===== src/rtl/cdma_rd_arb_pkg.sv =====
// Shared HBM/CDMA constants and the descriptor-slot state type used by the
// read-CDMA round-robin scheduler.
package iwTypes;

    localparam int HBM_ADDR_BITS       = 34;
    localparam int HBM_LEN_BITS        = 16;
    localparam int HBM_DATA_BITS       = 512;
    localparam int CDMA_RD_OUTSTANDING = 16;

    typedef enum logic {
        IDLE = 1'b0,
        HOLD = 1'b1
    } arb_state_e;

endpackage


===== src/rtl/cdma_rd_arb_if.sv =====
// Bus bundle between requesters, the scheduler and the read CDMA engine.
// The scheduler takes the slave view; the surrounding system drives master.
interface cdma_rd_arb_if
    import iwTypes::*;
#(
    parameter int N_REQ     = 4,
    parameter int ADDR_BITS = HBM_ADDR_BITS,
    parameter int LEN_BITS  = HBM_LEN_BITS,
    parameter int DATA_BITS = HBM_DATA_BITS
);
    localparam int ID_BITS = $clog2(N_REQ);

    logic [N_REQ-1:0]                s_req_valid;
    logic [N_REQ-1:0]                s_req_ready;
    logic [N_REQ-1:0][ADDR_BITS-1:0] s_req_paddr;
    logic [N_REQ-1:0][LEN_BITS-1:0]  s_req_len;
    logic [N_REQ-1:0]                s_req_done;

    logic                 m_rd_valid;
    logic                 m_rd_ready;
    logic [ADDR_BITS-1:0] m_rd_paddr;
    logic [LEN_BITS-1:0]  m_rd_len;
    logic                 m_rd_done;

    logic                   s_data_tvalid;
    logic                   s_data_tready;
    logic [DATA_BITS-1:0]   s_data_tdata;
    logic [DATA_BITS/8-1:0] s_data_tkeep;
    logic                   s_data_tlast;

    logic                   m_data_tvalid;
    logic                   m_data_tready;
    logic [DATA_BITS-1:0]   m_data_tdata;
    logic [DATA_BITS/8-1:0] m_data_tkeep;
    logic                   m_data_tlast;
    logic [ID_BITS-1:0]     m_data_tdest;

    logic [1:0] err;

    modport slave (
        input  s_req_valid, s_req_paddr, s_req_len,
        output s_req_ready, s_req_done,
        output m_rd_valid, m_rd_paddr, m_rd_len,
        input  m_rd_ready, m_rd_done,
        input  s_data_tvalid, s_data_tdata, s_data_tkeep, s_data_tlast,
        output s_data_tready,
        output m_data_tvalid, m_data_tdata, m_data_tkeep, m_data_tlast, m_data_tdest,
        input  m_data_tready,
        output err
    );

    modport master (
        output s_req_valid, s_req_paddr, s_req_len,
        input  s_req_ready, s_req_done,
        input  m_rd_valid, m_rd_paddr, m_rd_len,
        output m_rd_ready, m_rd_done,
        output s_data_tvalid, s_data_tdata, s_data_tkeep, s_data_tlast,
        input  s_data_tready,
        input  m_data_tvalid, m_data_tdata, m_data_tkeep, m_data_tlast, m_data_tdest,
        output m_data_tready,
        input  err
    );

endinterface


===== src/rtl/cdma_rd_arb_rr_id_fifo.sv =====
// Small synchronous FIFO holding requester IDs in issue order.
// A push into a full FIFO is accepted only when a pop frees a slot that cycle.
module rr_id_fifo #(
    parameter int DEPTH = 16,
    parameter int WIDTH = 2
) (
    input  logic                     aclk,
    input  logic                     aresetn,
    input  logic                     push,
    input  logic [WIDTH-1:0]         push_data,
    input  logic                     pop,
    output logic [WIDTH-1:0]         pop_data,
    output logic                     empty,
    output logic                     full,
    output logic [$clog2(DEPTH):0]   count
);
    localparam int PTR_BITS = $clog2(DEPTH);
    localparam int CNT_BITS = PTR_BITS + 1;
    localparam logic [CNT_BITS-1:0] FULL_CNT = CNT_BITS'(DEPTH);

    logic [WIDTH-1:0]    mem_q [DEPTH];
    logic [PTR_BITS-1:0] wr_ptr_q, wr_ptr_d;
    logic [PTR_BITS-1:0] rd_ptr_q, rd_ptr_d;
    logic [CNT_BITS-1:0] count_q, count_d;
    logic                do_push, do_pop;

    assign empty    = (count_q == '0);
    assign full     = (count_q == FULL_CNT);
    assign count    = count_q;
    assign pop_data = mem_q[rd_ptr_q];
    assign do_pop   = pop && !empty;
    assign do_push  = push && (!full || do_pop);

    always_comb begin
        // NOTE: every variable gets its hold value first so no path leaves it unassigned (no latch).
        wr_ptr_d = wr_ptr_q;
        rd_ptr_d = rd_ptr_q;
        count_d  = count_q;
        if (do_push) wr_ptr_d = wr_ptr_q + 1'b1;
        if (do_pop)  rd_ptr_d = rd_ptr_q + 1'b1;
        case ({do_push, do_pop})
            2'b10:   count_d = count_q + 1'b1;
            2'b01:   count_d = count_q - 1'b1;
            default: count_d = count_q;
        endcase
    end

    // NOTE: sequential state uses non-blocking assignment so every flop samples pre-edge values.
    always_ff @(posedge aclk) begin
        if (!aresetn) begin
            wr_ptr_q <= '0;
            rd_ptr_q <= '0;
            count_q  <= '0;
        end else begin
            wr_ptr_q <= wr_ptr_d;
            rd_ptr_q <= rd_ptr_d;
            count_q  <= count_d;
        end
    end

    // NOTE: storage is not reset; the empty count already masks stale entries.
    always_ff @(posedge aclk) begin
        if (do_push) mem_q[wr_ptr_q] <= push_data;
    end

endmodule


===== src/rtl/cdma_rd_arb.sv =====
// Round-robin scheduler sharing one read-CDMA engine among N_REQ requesters;
// routes returning data and completion pulses back by in-order ID FIFOs.
module cdma_rd_arb
    import iwTypes::*;
#(
    parameter int N_REQ       = 4,
    parameter int ADDR_BITS   = HBM_ADDR_BITS,
    parameter int LEN_BITS    = HBM_LEN_BITS,
    parameter int DATA_BITS   = HBM_DATA_BITS,
    parameter int OUTSTANDING = CDMA_RD_OUTSTANDING
) (
    input  logic         aclk,
    input  logic         aresetn,
    cdma_rd_arb_if.slave bus
);
    localparam int ID_BITS  = $clog2(N_REQ);
    localparam int CNT_BITS = $clog2(OUTSTANDING) + 1;
    localparam int DCNT_BITS = $clog2(2 * OUTSTANDING) + 1;
    localparam logic [CNT_BITS-1:0] CAP     = CNT_BITS'(OUTSTANDING);
    localparam logic [ID_BITS-1:0]  LAST_ID = ID_BITS'(N_REQ - 1);

    arb_state_e           state_q, state_d;
    logic [ID_BITS-1:0]   rr_ptr_q, rr_ptr_d;
    logic [ADDR_BITS-1:0] paddr_q, paddr_d;
    logic [LEN_BITS-1:0]  len_q, len_d;
    logic [N_REQ-1:0]     done_q, done_d;
    logic [1:0]           err_q, err_d;

    logic [ID_BITS-1:0]   winner;
    logic                 any_req, slot_free, room, grant;
    logic                 data_pop, cfifo_pop;
    logic [ID_BITS-1:0]   dfifo_head, cfifo_head;
    logic                 dfifo_empty, dfifo_full, cfifo_empty, cfifo_full;
    logic [DCNT_BITS-1:0] dfifo_count;
    logic [CNT_BITS-1:0]  inflight;

    logic [DATA_BITS-1:0]   beat_data;
    logic [DATA_BITS/8-1:0] beat_keep;

    // First valid requester at or after rr_ptr, searching cyclically.
    always_comb begin
        logic [ID_BITS-1:0] idx;
        idx     = '0;
        winner  = '0;
        any_req = 1'b0;
        for (int i = 0; i < N_REQ; i++) begin
            idx = ID_BITS'((int'(rr_ptr_q) + i) % N_REQ);
            if (!any_req && bus.s_req_valid[idx]) begin
                any_req = 1'b1;
                winner  = idx;
            end
        end
    end

    // A done arriving at capacity frees the room for a grant in the same cycle.
    assign cfifo_pop = bus.m_rd_done && !cfifo_empty;
    assign slot_free = (state_q == IDLE) || bus.m_rd_ready;
    assign room      = (inflight < CAP) || cfifo_pop;
    assign grant     = aresetn && slot_free && room && any_req;

    always_comb begin
        state_d  = state_q;
        rr_ptr_d = rr_ptr_q;
        paddr_d  = paddr_q;
        len_d    = len_q;
        err_d    = err_q;
        done_d   = '0;
        unique case (state_q)
            IDLE: if (grant) state_d = HOLD;
            HOLD: begin
                if (grant)                state_d = HOLD;
                else if (bus.m_rd_ready) state_d = IDLE;
            end
            default: state_d = IDLE;
        endcase
        if (grant) begin
            paddr_d  = bus.s_req_paddr[winner];
            len_d    = bus.s_req_len[winner];
            rr_ptr_d = (winner == LAST_ID) ? '0 : winner + 1'b1;
            if (bus.s_req_len[winner] == '0) err_d[0] = 1'b1;
        end
        if ((bus.s_data_tvalid && dfifo_empty) || (bus.m_rd_done && cfifo_empty))
            err_d[1] = 1'b1;
        if (cfifo_pop) done_d[cfifo_head] = 1'b1;
    end

    always_ff @(posedge aclk) begin
        if (!aresetn) begin
            state_q  <= IDLE;
            rr_ptr_q <= '0;
            paddr_q  <= '0;
            len_q    <= '0;
            done_q   <= '0;
            err_q    <= '0;
        end else begin
            state_q  <= state_d;
            rr_ptr_q <= rr_ptr_d;
            paddr_q  <= paddr_d;
            len_q    <= len_d;
            done_q   <= done_d;
            err_q    <= err_d;
        end
    end

    assign bus.s_req_ready = grant ? (N_REQ'(1) << winner) : '0;
    assign bus.s_req_done  = done_q;
    assign bus.m_rd_valid  = (state_q == HOLD);
    assign bus.m_rd_paddr  = paddr_q;
    assign bus.m_rd_len    = len_q;
    assign bus.err         = err_q;

    // Beats for the head descriptor pass straight through; empty dfifo stalls.
    assign beat_data          = aresetn ? bus.s_data_tdata : '0;
    assign beat_keep          = aresetn ? bus.s_data_tkeep : '0;
    assign bus.m_data_tdata   = beat_data;
    assign bus.m_data_tkeep   = beat_keep;
    assign bus.m_data_tlast   = aresetn && bus.s_data_tlast;
    assign bus.m_data_tdest   = aresetn ? dfifo_head : '0;
    assign bus.m_data_tvalid  = aresetn && bus.s_data_tvalid && !dfifo_empty;
    assign bus.s_data_tready  = aresetn && bus.m_data_tready && !dfifo_empty;
    assign data_pop = bus.m_data_tvalid && bus.m_data_tready && bus.s_data_tlast;

    // Data may trail its done pulse, so the data-routing FIFO gets extra depth.
    rr_id_fifo #(.DEPTH(2 * OUTSTANDING), .WIDTH(ID_BITS)) u_dfifo (
        .aclk      (aclk),
        .aresetn   (aresetn),
        .push      (grant),
        .push_data (winner),
        .pop       (data_pop),
        .pop_data  (dfifo_head),
        .empty     (dfifo_empty),
        .full      (dfifo_full),
        .count     (dfifo_count)
    );

    rr_id_fifo #(.DEPTH(OUTSTANDING), .WIDTH(ID_BITS)) u_cfifo (
        .aclk      (aclk),
        .aresetn   (aresetn),
        .push      (grant),
        .push_data (winner),
        .pop       (cfifo_pop),
        .pop_data  (cfifo_head),
        .empty     (cfifo_empty),
        .full      (cfifo_full),
        .count     (inflight)
    );

endmodule


===== src/flat_wrapper.sv =====
// flat-port wrapper written by rule: the top's interface ports become plain ports
module cdma_rd_arb_flat import iwTypes::*;
#(
    parameter int N_REQ       = 4,
    parameter int ADDR_BITS   = HBM_ADDR_BITS,
    parameter int LEN_BITS    = HBM_LEN_BITS,
    parameter int DATA_BITS   = HBM_DATA_BITS,
    parameter int OUTSTANDING = CDMA_RD_OUTSTANDING
)
  (aclk, aresetn, bus_s_req_valid, bus_s_req_paddr, bus_s_req_len, bus_s_req_ready, bus_s_req_done, bus_m_rd_valid, bus_m_rd_paddr, bus_m_rd_len, bus_m_rd_ready, bus_m_rd_done, bus_s_data_tvalid, bus_s_data_tdata, bus_s_data_tkeep, bus_s_data_tlast, bus_s_data_tready, bus_m_data_tvalid, bus_m_data_tdata, bus_m_data_tkeep, bus_m_data_tlast, bus_m_data_tdest, bus_m_data_tready, bus_err);
  cdma_rd_arb_if #(.N_REQ(N_REQ), .ADDR_BITS(ADDR_BITS), .LEN_BITS(LEN_BITS), .DATA_BITS(DATA_BITS)) bus_i ();
  input  logic aclk;
  input  logic aresetn;
  input wire logic [$bits(bus_i.s_req_valid)-1:0] bus_s_req_valid;
  input wire logic [$bits(bus_i.s_req_paddr)-1:0] bus_s_req_paddr;
  input wire logic [$bits(bus_i.s_req_len)-1:0] bus_s_req_len;
  output wire logic [$bits(bus_i.s_req_ready)-1:0] bus_s_req_ready;
  output wire logic [$bits(bus_i.s_req_done)-1:0] bus_s_req_done;
  output wire logic [$bits(bus_i.m_rd_valid)-1:0] bus_m_rd_valid;
  output wire logic [$bits(bus_i.m_rd_paddr)-1:0] bus_m_rd_paddr;
  output wire logic [$bits(bus_i.m_rd_len)-1:0] bus_m_rd_len;
  input wire logic [$bits(bus_i.m_rd_ready)-1:0] bus_m_rd_ready;
  input wire logic [$bits(bus_i.m_rd_done)-1:0] bus_m_rd_done;
  input wire logic [$bits(bus_i.s_data_tvalid)-1:0] bus_s_data_tvalid;
  input wire logic [$bits(bus_i.s_data_tdata)-1:0] bus_s_data_tdata;
  input wire logic [$bits(bus_i.s_data_tkeep)-1:0] bus_s_data_tkeep;
  input wire logic [$bits(bus_i.s_data_tlast)-1:0] bus_s_data_tlast;
  output wire logic [$bits(bus_i.s_data_tready)-1:0] bus_s_data_tready;
  output wire logic [$bits(bus_i.m_data_tvalid)-1:0] bus_m_data_tvalid;
  output wire logic [$bits(bus_i.m_data_tdata)-1:0] bus_m_data_tdata;
  output wire logic [$bits(bus_i.m_data_tkeep)-1:0] bus_m_data_tkeep;
  output wire logic [$bits(bus_i.m_data_tlast)-1:0] bus_m_data_tlast;
  output wire logic [$bits(bus_i.m_data_tdest)-1:0] bus_m_data_tdest;
  input wire logic [$bits(bus_i.m_data_tready)-1:0] bus_m_data_tready;
  output wire logic [$bits(bus_i.err)-1:0] bus_err;
  assign bus_i.s_req_valid = bus_s_req_valid;
  assign bus_i.s_req_paddr = bus_s_req_paddr;
  assign bus_i.s_req_len = bus_s_req_len;
  assign bus_s_req_ready = bus_i.s_req_ready;
  assign bus_s_req_done = bus_i.s_req_done;
  assign bus_m_rd_valid = bus_i.m_rd_valid;
  assign bus_m_rd_paddr = bus_i.m_rd_paddr;
  assign bus_m_rd_len = bus_i.m_rd_len;
  assign bus_i.m_rd_ready = bus_m_rd_ready;
  assign bus_i.m_rd_done = bus_m_rd_done;
  assign bus_i.s_data_tvalid = bus_s_data_tvalid;
  assign bus_i.s_data_tdata = bus_s_data_tdata;
  assign bus_i.s_data_tkeep = bus_s_data_tkeep;
  assign bus_i.s_data_tlast = bus_s_data_tlast;
  assign bus_s_data_tready = bus_i.s_data_tready;
  assign bus_m_data_tvalid = bus_i.m_data_tvalid;
  assign bus_m_data_tdata = bus_i.m_data_tdata;
  assign bus_m_data_tkeep = bus_i.m_data_tkeep;
  assign bus_m_data_tlast = bus_i.m_data_tlast;
  assign bus_m_data_tdest = bus_i.m_data_tdest;
  assign bus_i.m_data_tready = bus_m_data_tready;
  assign bus_err = bus_i.err;
  cdma_rd_arb #(.N_REQ(N_REQ), .ADDR_BITS(ADDR_BITS), .LEN_BITS(LEN_BITS), .DATA_BITS(DATA_BITS), .OUTSTANDING(OUTSTANDING)) u_core (.aclk(aclk), .aresetn(aresetn), .bus(bus_i));
endmodule

===== config.mk =====
export PLATFORM = sky130hd
export DESIGN_NAME = cdma_rd_arb_flat
export DESIGN_NICKNAME = d
export VERILOG_FILES = /design/src/rtl/cdma_rd_arb_pkg.sv /design/src/rtl/cdma_rd_arb_if.sv /design/src/rtl/cdma_rd_arb_rr_id_fifo.sv /design/src/rtl/cdma_rd_arb.sv /design/src/flat_wrapper.sv
export SDC_FILE = /design/constraint.sdc
export NUM_CORES = 1
export LEC_CHECK = 0
export CAP_MARGIN = 15
export CORE_AREA = 4 4 556 558
export DETAILED_ROUTE_END_ITERATION = 7
export DIE_AREA = 0 0 560 562
export PLACE_DENSITY_LB_ADDON = 0.2
export SYNTH_ARGS = -nofsm -noshare
export SYNTH_HDL_FRONTEND = slang
export SYNTH_SLANG_ARGS = --single-unit

===== constraint.sdc =====
create_clock -name aclk -period 4.3 [get_ports aclk]
set_input_delay 0.43 -clock aclk [delete_from_list [all_inputs] [get_ports aclk]]
set_output_delay 0.43 -clock aclk [all_outputs]
set_load 0.05 [all_outputs]

==> results.md <==
- Synth-to-layout area growth: 146%
- First-pass GRT wire length: ~310 mm
- Distinct cells, synth: between 50 and 60
- Cell Int Power: about 5.2 mW
- Yosys Warn Count: 0
- Most frequent cells in the layout: clkdlybuf4s50_1, and2_1, nand2_1, buf_4, dfxtp_1
- Synth top area cells: and2_1, edfxtp_1, dfxtp_1
- CP max FO: 16
- Cell Chain, Critical Path: mux4_2 -> mux4_2 -> mux2i_1 -> nor2b_1 -> clkdlybuf4s50_1
- Clock transition at the registers of the reported paths: 0.09 ns
- Relative slew slack: between 20% and 30%
- Max cap viols: 0
- Seq pwr share: 23.5%
- NetSw: 5.44 mW
- Setup CP Type: reg2out
- Async SR Flop Fraction: 0%
- Period Utilization, post-route: between 80 and 90%
- 1st-iter DRT viols: 1111
- Peak supply drop: slightly above 200 uV
- Levels on crit path: 5
- Gr usage total: 16.1%
- Crit-path max cell delay: 0.82 ns
- Layout Utilization: 10.8%
- Gpl congestion: around 0.87
- Area leader, netlist: and2_1
- TritonRoute pass-1 iters: 5
- Power Dens Cells: 326 nW/um^2
- LEAKAGE: 11.1 nW
- # Post-CTS Setup Buffers: 0
- H-tree depth: 4
- CP top delay family: multiplexers
- CP max-delay cell: dfxtp_1
- Final min period: 3.68 ns
- Primary FF master, synth: dfxtp_1
- Crit path top cell by count: mux4_2
- Status: complete, no violations
- # port buffers: around 1400
- Largest net degree at the start of global routing: 193
- Crit path capture type: output port
- Post-Syn Area: approximately 13000 um^2
- FMAX: about 270 MHz
- Syn avg cell area: 8.43 um^2
- Vias after detailed routing: approximately 19000
- Layout cells sized above 1: approximately 8.8%
- CTS buffer count: 17
- Drc violations: 0
- Die Ht: between 500 and 600 um
- Slew Viols, Final: 0
- Clock power frac: between 10% and 20%
- CTS tree: done
- RSZ-0062 raised after global routing: no
- Reg2Reg Setup Slack: 1.03 ns
- Vias/cell: 2.70
- Post-detail-place hpwl: 245 mm
- Clk Latency, worst-skew pair: 0.51 ns
- Core ar.: 305000 um^2
- Post-CTS sizing: 0
- CP Capture Point: bus_m_data_tdest[0]
- Post-synth EDFFs: 96
- Seq/Total Area, Yosys: a little over a third
- Sw Share: approximately half
- Cell count after synthesis: 1581
- Slew @ Worst Pin: 1.06 ns
- Hold Violations, Final: 0
- Post-Route WL: about 260 mm
- Worst hold-check path type: reg2reg
- Post-synth top area share: 28.2%
- Num rows: 203
- CTS max path bufs: 2
- Initial core utilization: under 10%
- ANT nets after route: 0
- Hold_buf cts: 0
- Die Wd: 560 um
- Clock Skews: about 0.028 ns
- Arr. time, crit path: 3.25 ns
- Initial antenna violation count: roughly 430
- Crit path required time: 3.87 ns
- Hold Crit Depth: 2
- Syn_nets: ~2400
- Register-to-Register Path Depth: 14
- Routed wire per std cell: 37.8 um
- TritonCTS Sinks: around 190
- CP bufs+invs: 1
- Crit Reg-Reg Endpoint: u_core.u_dfifo.count[5]$_SDFFE_PN0P_
- #FFs+latches synth: approximately 190
- Most common cell after layout, fill and taps aside: clkdlybuf4s50_1
- Die area: around 310000 um^2
- Vias in the first global route: 18900
- Critical R2R Launch: u_core.u_dfifo.count[1]$_SDFFE_PN0P_
- Layout net count: between 3000 and 4000
- Total grt overflow: 0
- Setup violations, final: 0
- Startpoint Class: flop
- Root Buffer: clkbuf_16
- Ports: between 1000 and 1500
- Fin Setup TNS: 0 ns
- Combinational group share of total power: 60.1%
## synthesized netlist by cell type (15+ instances only)
cell type / n
and2_1: 600
xnor2_1: 17
mux2i_1: 38
mux4_2: 30
buf_2: 15
nor2_1: 60
dfxtp_1: 97
clkbuf_1: 102
nand3_1: 93
nand2_1: 201
o21ai_1: 89
edfxtp_1: 96
ha_1: 21
## sequential cells by signal, summed over array words and instances, names as in the netlist, 5 cells and up, named ones only
signal,count
u_core.bus.m_rd_paddr,34
u_core.u_dfifo.wr_ptr_q,5
u_core.bus.m_rd_len,16
u_core.u_cfifo.count,5
u_core.u_dfifo.rd_ptr_q,5
u_core.u_cfifo.mem_q,32
u_core.u_dfifo.count,6
u_core.u_dfifo.mem_q,64
## per-stage QoR
step | setup WS, ns | power, mW | instances | hold WS [ns] | area (um^2)
after floorplan | 1.09 | 5.83 | 1581 | 0.470 | 13300
after global placement | 0.711 | 9.23 | 6906 | 0.445 | 32000
after detailed placement | 0.817 | 9.22 | 6906 | 0.449 | 32000
after CTS | 0.524 | 11.1 | 6938 | 0.451 | 32600
after global routing | 0.389 | 11.3 | 6969 | 0.483 | 32700
final | 0.620 | 10.7 | 7002 | 0.459 | 32800
## layer usage
| metal | vias to the layer above | wire (um) | GRT usage, % | part of all wire (%) |
|---|---|---|---|---|
| li1 | 7936 | - | - | - |
| met1 | 8686 | 74900 | 13.2 | 28 |
| met2 | 1596 | 145000 | 32.1 | 55 |
| met3 | 622 | 37000 | 10.1 | 14 |
| met4 | 60 | 7440 | 3.08 | 2.8 |
| met5 | - | 391 | 0 | 0.15 |
## worst min-delay path by stage
stage	from	endpoint	slack [ns]
finish	u_core.bus.m_rd_paddr[18]$_SDFFE_PN0P_	u_core.bus.m_rd_paddr[18]$_SDFFE_PN0P_	0.46
CTS	aresetn	u_core.bus.m_rd_len[8]$_SDFFE_PN0P_	0.45
detailed placement	u_core.bus.m_rd_paddr[18]$_SDFFE_PN0P_	u_core.bus.m_rd_paddr[18]$_SDFFE_PN0P_	0.45
global placement	u_core.bus.m_rd_len[11]$_SDFFE_PN0P_	u_core.bus.m_rd_len[11]$_SDFFE_PN0P_	0.45
global route	u_core.bus.m_rd_len[6]$_SDFFE_PN0P_	u_core.bus.m_rd_len[6]$_SDFFE_PN0P_	0.48
floorplan	u_core.rr_ptr_q[0]$_SDFFE_PN0P_	u_core.rr_ptr_q[0]$_SDFFE_PN0P_	0.47
## cells by family after synthesis
group | Yosys count | share of synthesized area, %
buffers and inverters | 141 | 4.64
flip-flops | 193 | 36.2
XOR/XNOR | 22 | 1.45
adder cells (fa/ha/maj) | 23 | 2.27
AND/OR/NAND/NOR | 1004 | 41.5
multiplexers | 81 | 9.02
AO/OA/AOI/OAI | 117 | 4.99
## layout make-up
| cell class | count | area, um^2 |
|---|---|---|
| clock inverters | 15 | 195 |
| well taps | 3997 | 5000 |
| flip-flops and latches | 193 | 4820 |
| clock buffers | 17 | 425 |
| fillers | 35100 | 272000 |
| diodes | 64 | 160 |
| repair buffers | 1453 | 14200 |
| inverters | 16 | 67.6 |
| multi-input cells | 1247 | 7910 |
## worst min-delay path, cell delays in order, from the launching register on
cell     delay, ns
dfxtp_1       0.32
nand3_1       0.05
o21ai_1       0.05
## power by group through the flow
stage	Combinational (mW)	Clock, mW	Sequential [mW]
after floorplan	2.68	0	3.15
after global placement	6.67	0	2.56
after detailed placement	6.66	0	2.56
after CTS	6.69	1.84	2.52
after global routing	6.82	1.90	2.55
final	6.42	1.75	2.51
(Power assumes the default switching activity.)
